`config.mk`:
```
export PLATFORM = sky130hd
export DESIGN_NAME = num_emitter_flat
export DESIGN_NICKNAME = d
export VERILOG_FILES = /design/src/rtl/forth_pkg.sv /design/src/rtl/num_emitter_if.sv /design/src/rtl/num_emitter_bin_to_bcd.sv /design/src/rtl/num_emitter.sv /design/src/flat_wrapper.sv
export SDC_FILE = /design/constraint.sdc
export NUM_CORES = 1
export LEC_CHECK = 0
export CAP_MARGIN = 20
export CORE_MARGIN = 2
export CORE_UTILIZATION = 63
export CTS_CLUSTER_DIAMETER = 150
export DETAILED_ROUTE_END_ITERATION = 10
export PLACE_DENSITY_LB_ADDON = 0.2
export SKIP_CTS_REPAIR_TIMING = 1
export SLEW_MARGIN = 20
export SYNTH_ARGS = -nofsm -noshare
export SYNTH_HDL_FRONTEND = slang
export SYNTH_SLANG_ARGS = --single-unit
```
`constraint.sdc`:
```
create_clock -name i_clk -period 5.4 [get_ports i_clk]
set_input_delay 0.81 -clock i_clk [delete_from_list [all_inputs] [get_ports i_clk]]
set_output_delay 0.81 -clock i_clk [all_outputs]
set_load 0.02 [all_outputs]
```
`src/rtl/forth_pkg.sv`:
```
// forth_pkg: shared ASCII constants, emitter state encoding and digit-count helper.
package forth_pkg;
    localparam logic [7:0] CHAR_ZERO  = 8'h30;
    localparam logic [7:0] CHAR_MINUS = 8'h2D;
    localparam logic [7:0] CHAR_SPACE = 8'h20;

    typedef enum logic [2:0] {IDLE, CONVERT, SIGN, DIGIT, SPACE} emit_state_e;

    // Decimal digits needed for a width-bit unsigned value (1233/4096 ~ log10(2)).
    function automatic int digit_count(input int width);
        return ((width * 1233) >> 12) + 1;
    endfunction
endpackage

```
`src/rtl/num_emitter_if.sv`:
```
// num_emitter_if: value request and per-character handshake between CPU, emitter and UART.
interface num_emitter_if #(parameter int DATA = 32);
    logic [DATA-1:0] i_data;
    logic            i_valid;
    logic            i_next;
    logic            o_busy;
    logic [7:0]      o_char;
    logic            o_ready;
    modport master (output i_data, i_valid, i_next, input o_busy, o_char, o_ready);
    modport slave  (input i_data, i_valid, i_next, output o_busy, o_char, o_ready);
endinterface

```
`src/rtl/num_emitter_bin_to_bcd.sv`:
```
// bin_to_bcd: sequential double-dabble converter, one bit per enabled cycle.
module bin_to_bcd
    import forth_pkg::*;
#(
    parameter int DATA   = 32,
    parameter int DIGITS = digit_count(DATA)
) (
    input  logic                  i_clk,
    input  logic                  i_rst,
    input  logic                  i_start,
    input  logic                  i_en,
    input  logic [DATA-1:0]       i_value,
    output logic                  o_done,
    output logic [4*DIGITS-1:0]   o_bcd
);
    localparam int CW = $clog2(DATA + 1);

    logic [DATA-1:0]     sh_q;
    logic [4*DIGITS-1:0] bcd_q, adj;
    logic [CW-1:0]       cnt_q;

    always_comb begin
        adj = bcd_q;
        for (int k = 0; k < DIGITS; k++)
            adj[4*k +: 4] = bcd_q[4*k +: 4] >= 4'd5 ? bcd_q[4*k +: 4] + 4'd3 : bcd_q[4*k +: 4];
    end

    // o_bcd already reflects the step taken this cycle, so the last step's result is visible with o_done.
    assign o_done = i_en && cnt_q == CW'(1);
    assign o_bcd  = (i_en && cnt_q != '0) ? ((adj << 1) | (4*DIGITS)'(sh_q[DATA-1])) : bcd_q;

    always_ff @(posedge i_clk) begin
        if (i_rst) begin
            sh_q  <= '0;
            bcd_q <= '0;
            cnt_q <= '0;
        end else if (i_en) begin
            if (i_start) begin
                sh_q  <= i_value;
                bcd_q <= '0;
                cnt_q <= CW'(DATA);
            end else if (cnt_q != '0) begin
                sh_q  <= sh_q << 1;
                bcd_q <= o_bcd;
                cnt_q <= cnt_q - CW'(1);
            end
        end
    end
endmodule

```
`src/rtl/num_emitter.sv`:
```
// num_emitter: prints a value as decimal ASCII, MS digit first, then a space.
// NUM_EMITTER_SIGNED_EN treats the input as two's complement and adds a leading '-'.
module num_emitter
    import forth_pkg::*;
#(
    parameter int DATA = 32
) (
    input  logic         i_clk,
    input  logic         i_rst,
    input  logic         i_en,
    num_emitter_if.slave bus
);
    localparam int DIGITS = digit_count(DATA);
    localparam int IW     = $clog2(DIGITS);

    emit_state_e         state, state_d;
    logic [IW-1:0]       idx, idx_d, msd;
    logic                start, done, consume;
    logic [DATA-1:0]     mag;
    logic [4*DIGITS-1:0] bcd;
    logic [3:0]          dig;
`ifdef NUM_EMITTER_SIGNED_EN
    logic                neg, neg_d;
    // Unsigned negate keeps the most negative value exact.
    assign mag = bus.i_data[DATA-1] ? -bus.i_data : bus.i_data;
`else
    assign mag = bus.i_data;
`endif

    bin_to_bcd #(.DATA(DATA), .DIGITS(DIGITS)) u_bcd (
        .i_clk   (i_clk),
        .i_rst   (i_rst),
        .i_start (start),
        .i_en    (i_en),
        .i_value (mag),
        .o_done  (done),
        .o_bcd   (bcd)
    );

    assign dig         = bcd[4*idx +: 4];
    assign consume     = bus.o_ready && bus.i_next;
    assign bus.o_busy  = state != IDLE;
    assign bus.o_ready = state == SIGN || state == DIGIT || state == SPACE;
    assign bus.o_char  = state == SIGN  ? CHAR_MINUS :
                         state == DIGIT ? (CHAR_ZERO | {4'h0, dig}) :
                         state == SPACE ? CHAR_SPACE : 8'h00;

    always_comb begin
        msd = '0;
        for (int k = 1; k < DIGITS; k++)
            if (bcd[4*k +: 4] != 4'd0) msd = IW'(k);
    end

    always_comb begin
        state_d = state;
        idx_d   = idx;
        start   = 1'b0;
`ifdef NUM_EMITTER_SIGNED_EN
        neg_d   = neg;
`endif
        case (state)
            IDLE: if (bus.i_valid) begin
                start   = 1'b1;
                state_d = CONVERT;
`ifdef NUM_EMITTER_SIGNED_EN
                neg_d   = bus.i_data[DATA-1];
`endif
            end
            CONVERT: if (done) begin
                idx_d   = msd;
`ifdef NUM_EMITTER_SIGNED_EN
                state_d = neg ? SIGN : DIGIT;
`else
                state_d = DIGIT;
`endif
            end
`ifdef NUM_EMITTER_SIGNED_EN
            SIGN: if (consume) state_d = DIGIT;
`endif
            DIGIT: if (consume) begin
                if (idx == '0) state_d = SPACE;
                else idx_d = idx - IW'(1);
            end
            SPACE: if (consume) state_d = IDLE;
            default: state_d = IDLE;
        endcase
    end

    always_ff @(posedge i_clk) begin
        if (i_rst) begin
            state <= IDLE;
            idx   <= '0;
`ifdef NUM_EMITTER_SIGNED_EN
            neg   <= 1'b0;
`endif
        end else if (i_en) begin
            state <= state_d;
            idx   <= idx_d;
`ifdef NUM_EMITTER_SIGNED_EN
            neg   <= neg_d;
`endif
        end
    end
endmodule

```
`src/flat_wrapper.sv`:
```
// flat-port wrapper written by rule: the top's interface ports become plain ports
module num_emitter_flat import forth_pkg::*;
#(
    parameter int DATA = 32
)
  (i_clk, i_rst, i_en, bus_i_data, bus_i_valid, bus_i_next, bus_o_busy, bus_o_char, bus_o_ready);
  num_emitter_if #(.DATA(DATA)) bus_i ();
  input  logic i_clk;
  input  logic i_rst;
  input  logic i_en;
  input wire logic [$bits(bus_i.i_data)-1:0] bus_i_data;
  input wire logic [$bits(bus_i.i_valid)-1:0] bus_i_valid;
  input wire logic [$bits(bus_i.i_next)-1:0] bus_i_next;
  output wire logic [$bits(bus_i.o_busy)-1:0] bus_o_busy;
  output wire logic [$bits(bus_i.o_char)-1:0] bus_o_char;
  output wire logic [$bits(bus_i.o_ready)-1:0] bus_o_ready;
  assign bus_i.i_data = bus_i_data;
  assign bus_i.i_valid = bus_i_valid;
  assign bus_i.i_next = bus_i_next;
  assign bus_o_busy = bus_i.o_busy;
  assign bus_o_char = bus_i.o_char;
  assign bus_o_ready = bus_i.o_ready;
  num_emitter #(.DATA(DATA)) u_core (.i_clk(i_clk), .i_rst(i_rst), .i_en(i_en), .bus(bus_i));
endmodule
```
==> run summary <==
Measured on the finished design, the core utilization comes to 73.3%. The clock drives 85 sinks. The longest individual stage delay on the worst path is 0.64 ns. The clock transition at the registers of the reported paths came out at 0.09 ns.

The non-filler instance count after layout came out at 838. The portion of total power attributed to the clock network is 23.0%. In the post-synthesis netlist, the biggest area contributors are sky130_fd_sc_hd__dfxtp_1 (31%), sky130_fd_sc_hd__nor2_1 (8.4%), sky130_fd_sc_hd__nand2_1 (6.6%). The number of setup violations in the final report came out at 0. The async set-reset flop share out of synthesis is 0%. The portion of synthesized cell area occupied by the leading cell type came out at 31.1%. The final non-filler cell area came out at 6090 µm². The cell sitting at the root of the clock tree is a sky130_fd_sc_hd__clkbuf_8. The remaining global-route overflow came out at 0. The count of inserted antenna diode cells came out at 0. The post-layout net count is 788. Setup repair after global routing left no endpoint under its margin. The number of vias per cell came out at 6.30. The switching share of power came out at 39.5%. The routed via count is 5,279. Across the routed clock network, the largest skew measured is 0.0109 ns. The floorplan step set the die width to 97.2 µm. TritonCTS built the clock tree.

The kind of path behind the tightest hold check is flop to flop. Data arrives at the worst endpoint at 4.08 ns. The aggregate global-route resource usage came out at 28.3%. For this design, the slowest cell found on the critical path is sky130_fd_sc_hd__clkdlybuf4s50_1. The total wirelength of the detailed-routed design is 13,500 µm. The largest net degree at the start of global routing is 86. The worst relative slew slack came out at 26.9%. In this run the power density over the cells is 332 nW/µm².

In this run, synthesis inferred 0 flip-flops with an integrated enable. The synthesized design contains 85 register bits. The sequential power share is 38.3%. The top achievable clock speed came out at 204 MHz.

For the pin with the worst max-slew slack, the measured transition is 1.09 ns. After synthesis, flip-flops and latches occupy 31.1% of the total area. The number of CTS-inserted buffers is 9. The worst setup path is captured at an output pin. The cell count after placement came out at 822. The clock period could shrink to 4.89 ns. For the worst setup path, the data required time is 4.59 ns. The final period utilization is 90.6%. Summing all placed instances gives a cell area of 5880 µm².

The die covers 9450 µm². The number of antenna violations at the first check in global routing came out at 0. The number of H-tree levels is 3. The violation count after the first detailed-route iteration is 449. The peak fanout along the critical path came out at 23. The most used flip-flop cell after synthesis is sky130_fd_sc_hd__dfxtp_1. The final hold violation count is 0. Among all cell types in the netlist, the one instantiated most often is sky130_fd_sc_hd__nor2_1. The internal power of the cells totals 1220 µW. Once routing completed, OpenROAD measured the worst setup slack at 0.509 ns. STA classifies the critical path startpoint as an input port. After synthesis, the most frequently instantiated cells are sky130_fd_sc_hd__nor2_1 (122), sky130_fd_sc_hd__nand2_1 (96), sky130_fd_sc_hd__dfxtp_1 (85). The flow ran to the end, and the final reports show no timing, DRC or antenna violations. The count of buffers added on input and output ports is 44. For this run, design rule violations remaining after detail routing come to 0. IR analysis of the VDD net gives a maximum drop of 229 µV. The row count came out at 33.

The critical path in this run is classified as input port to output pin. The detailed placer's ending HPWL came out at 9520 µm. The average footprint of a synthesized cell came out at 7.65 µm². The worst slack at placement is 0.662 ns. The clock latency of the later-clocked register in the worst-skew pair is 0.36 ns. The number of warnings printed during yosys synthesis is 0. The combinational cell fraction of total power came out at 38.7%. 47 I/O pins were placed.

After detailed routing, the average wire length per cell comes to 16.2 µm. The final-layout setup total negative slack is 0 ns. The final antenna-violating net count is 0. The gate count of the mapped netlist came out at 715. Traced cell by cell, the critical path runs through clkdlybuf4s50_1 -> a21boi_4 -> buf_4 -> a31oi_1 -> a21oi_1 -> o21ai_0 -> a311o_1 -> a31oi_1 -> clkdlybuf4s50_1. After synthesis the cells add up to 5470 µm². The number of max-cap violations is 0. The max-slew violation count came to 0.

The total net switching power came out at 796 µW. The number of distinct standard cells referenced by the synthesized netlist is 58. The pre-antenna-repair detailed-routing pass consisted of 6 iterations. The die is 97.2 µm tall. The analysis attributes to cell leakage a power of 0.00230 µW. The share of cells above drive strength 1 is 5.87%.

The first-pass GRT wire length is 22,500 µm. The number of global-route vias before repair is 4,828. The total area inside the core boundary comes to 8300 µm². The layout overhead on the synthesized area came out at 11.2%. The synthesized design spends more area on one cell type than any other, namely sky130_fd_sc_hd__dfxtp_1. The initial core utilization is 65.9%. The congestion estimate from routability-driven global placement came to 0.937. The clock passes through at most 2 buffers.
[power groups by stage]
stage | Combinational, µW | Sequential [µW] | Clock (µW)
floorplan | 618 | 770 | 0
global placement | 743 | 782 | 0
detailed placement | 765 | 786 | 0
CTS | 768 | 772 | 470
global route | 856 | 783 | 495
finish | 782 | 772 | 465
[cell families (layout without fill, tap and decap cells)]
group                    Yosys count  in the layout  share of synthesized area (%)
AO/OA/AOI/OAI                    202            202                           25.2
flip-flops                        85             85                           31.1
multiplexers                      35             35                           8.37
buffers and inverters             81             98                           6.29
XOR/XNOR                          12             12                           1.92
other                              1              2                         0.0685
adder cells (fa/ha/maj)           23             23                           5.26
AND/OR/NAND/NOR                  276            276                           21.8
[path summary, 6_finish.rpt]
| kind | from | cells past startpoint | end | slack (ns) |
|---|---|---|---|---|
| setup / recovery | i_en | 9 | bus_o_char[3] | 0.51 |
| hold / removal | u_core.u_bcd.sh_q[14]$_SDFFE_PP0P_ | 2 | u_core.u_bcd.sh_q[15]$_SDFFE_PP0P_ | 0.48 |
| setup reg to reg | u_core.u_bcd.cnt_q[0]$_SDFFE_PP0P_ | 9 | u_core.idx[0]$_SDFFE_PP0P_ | 2.35 |
| hold reg to reg | u_core.u_bcd.sh_q[14]$_SDFFE_PP0P_ | 2 | u_core.u_bcd.sh_q[15]$_SDFFE_PP0P_ | 0.48 |
[cells in the final DEF (no fill, tap or decap), types with 11 or more instances in the layout]
| cell | count |
|---|---|
| sky130_fd_sc_hd__o21ai_0 | 27 |
| sky130_fd_sc_hd__inv_1 | 29 |
| sky130_fd_sc_hd__nand2_1 | 95 |
| sky130_fd_sc_hd__mux2i_1 | 21 |
| sky130_fd_sc_hd__a22oi_1 | 29 |
| sky130_fd_sc_hd__dfxtp_1 | 85 |
| sky130_fd_sc_hd__a211oi_1 | 15 |
| sky130_fd_sc_hd__nand2b_1 | 15 |
| sky130_fd_sc_hd__xnor2_1 | 11 |
| sky130_fd_sc_hd__a311oi_1 | 30 |
| sky130_fd_sc_hd__a21oi_1 | 50 |
| sky130_fd_sc_hd__ha_1 | 23 |
| sky130_fd_sc_hd__nor2_1 | 122 |
| sky130_fd_sc_hd__clkdlybuf4s50_1 | 43 |
[per-stage QoR]
stage / hold slack [ns] / power (µW)
floorplan: 0.458 / 1390
global placement: 0.464 / 1520
detailed placement: 0.469 / 1550
CTS: 0.477 / 2010
global route: 0.491 / 2130
finish: 0.476 / 2020
[registers in the layout, summed over array words and instances, names as in the netlist]
name                flops
u_core.u_bcd.bcd_q     40
u_core.idx              4
u_core.u_bcd.sh_q      32
u_core.state            3
u_core.u_bcd.cnt_q      6
[layout make-up]
class,count,area (µm²)
Multi-Input combinational cell,550,3450
Fill cell,650,2210
Sequential cell,85,1700
Timing Repair Buffer,51,488
Tap cell,105,131
Clock buffer,10,128
Inverter,31,116
Clock inverter,6,70.1
[worst max-delay path: cells and delay by family]
| kind | cells | cell delay (ns) |
|---|---|---|
| compound gates | 6 | 1.65 |
| buf+inv | 3 | 1.60 |
[per-layer routing]
metal  part of all wire (%)  up-vias  GRT usage (%)
met5                      0        -              0
met4                    1.9        0           9.97
met3                    6.4       31           3.88
met2                     46      210           46.2
met1                     46     2466           38.6
li1                       -     2572              -
Note: power is estimated with default switching activity, not from simulation.
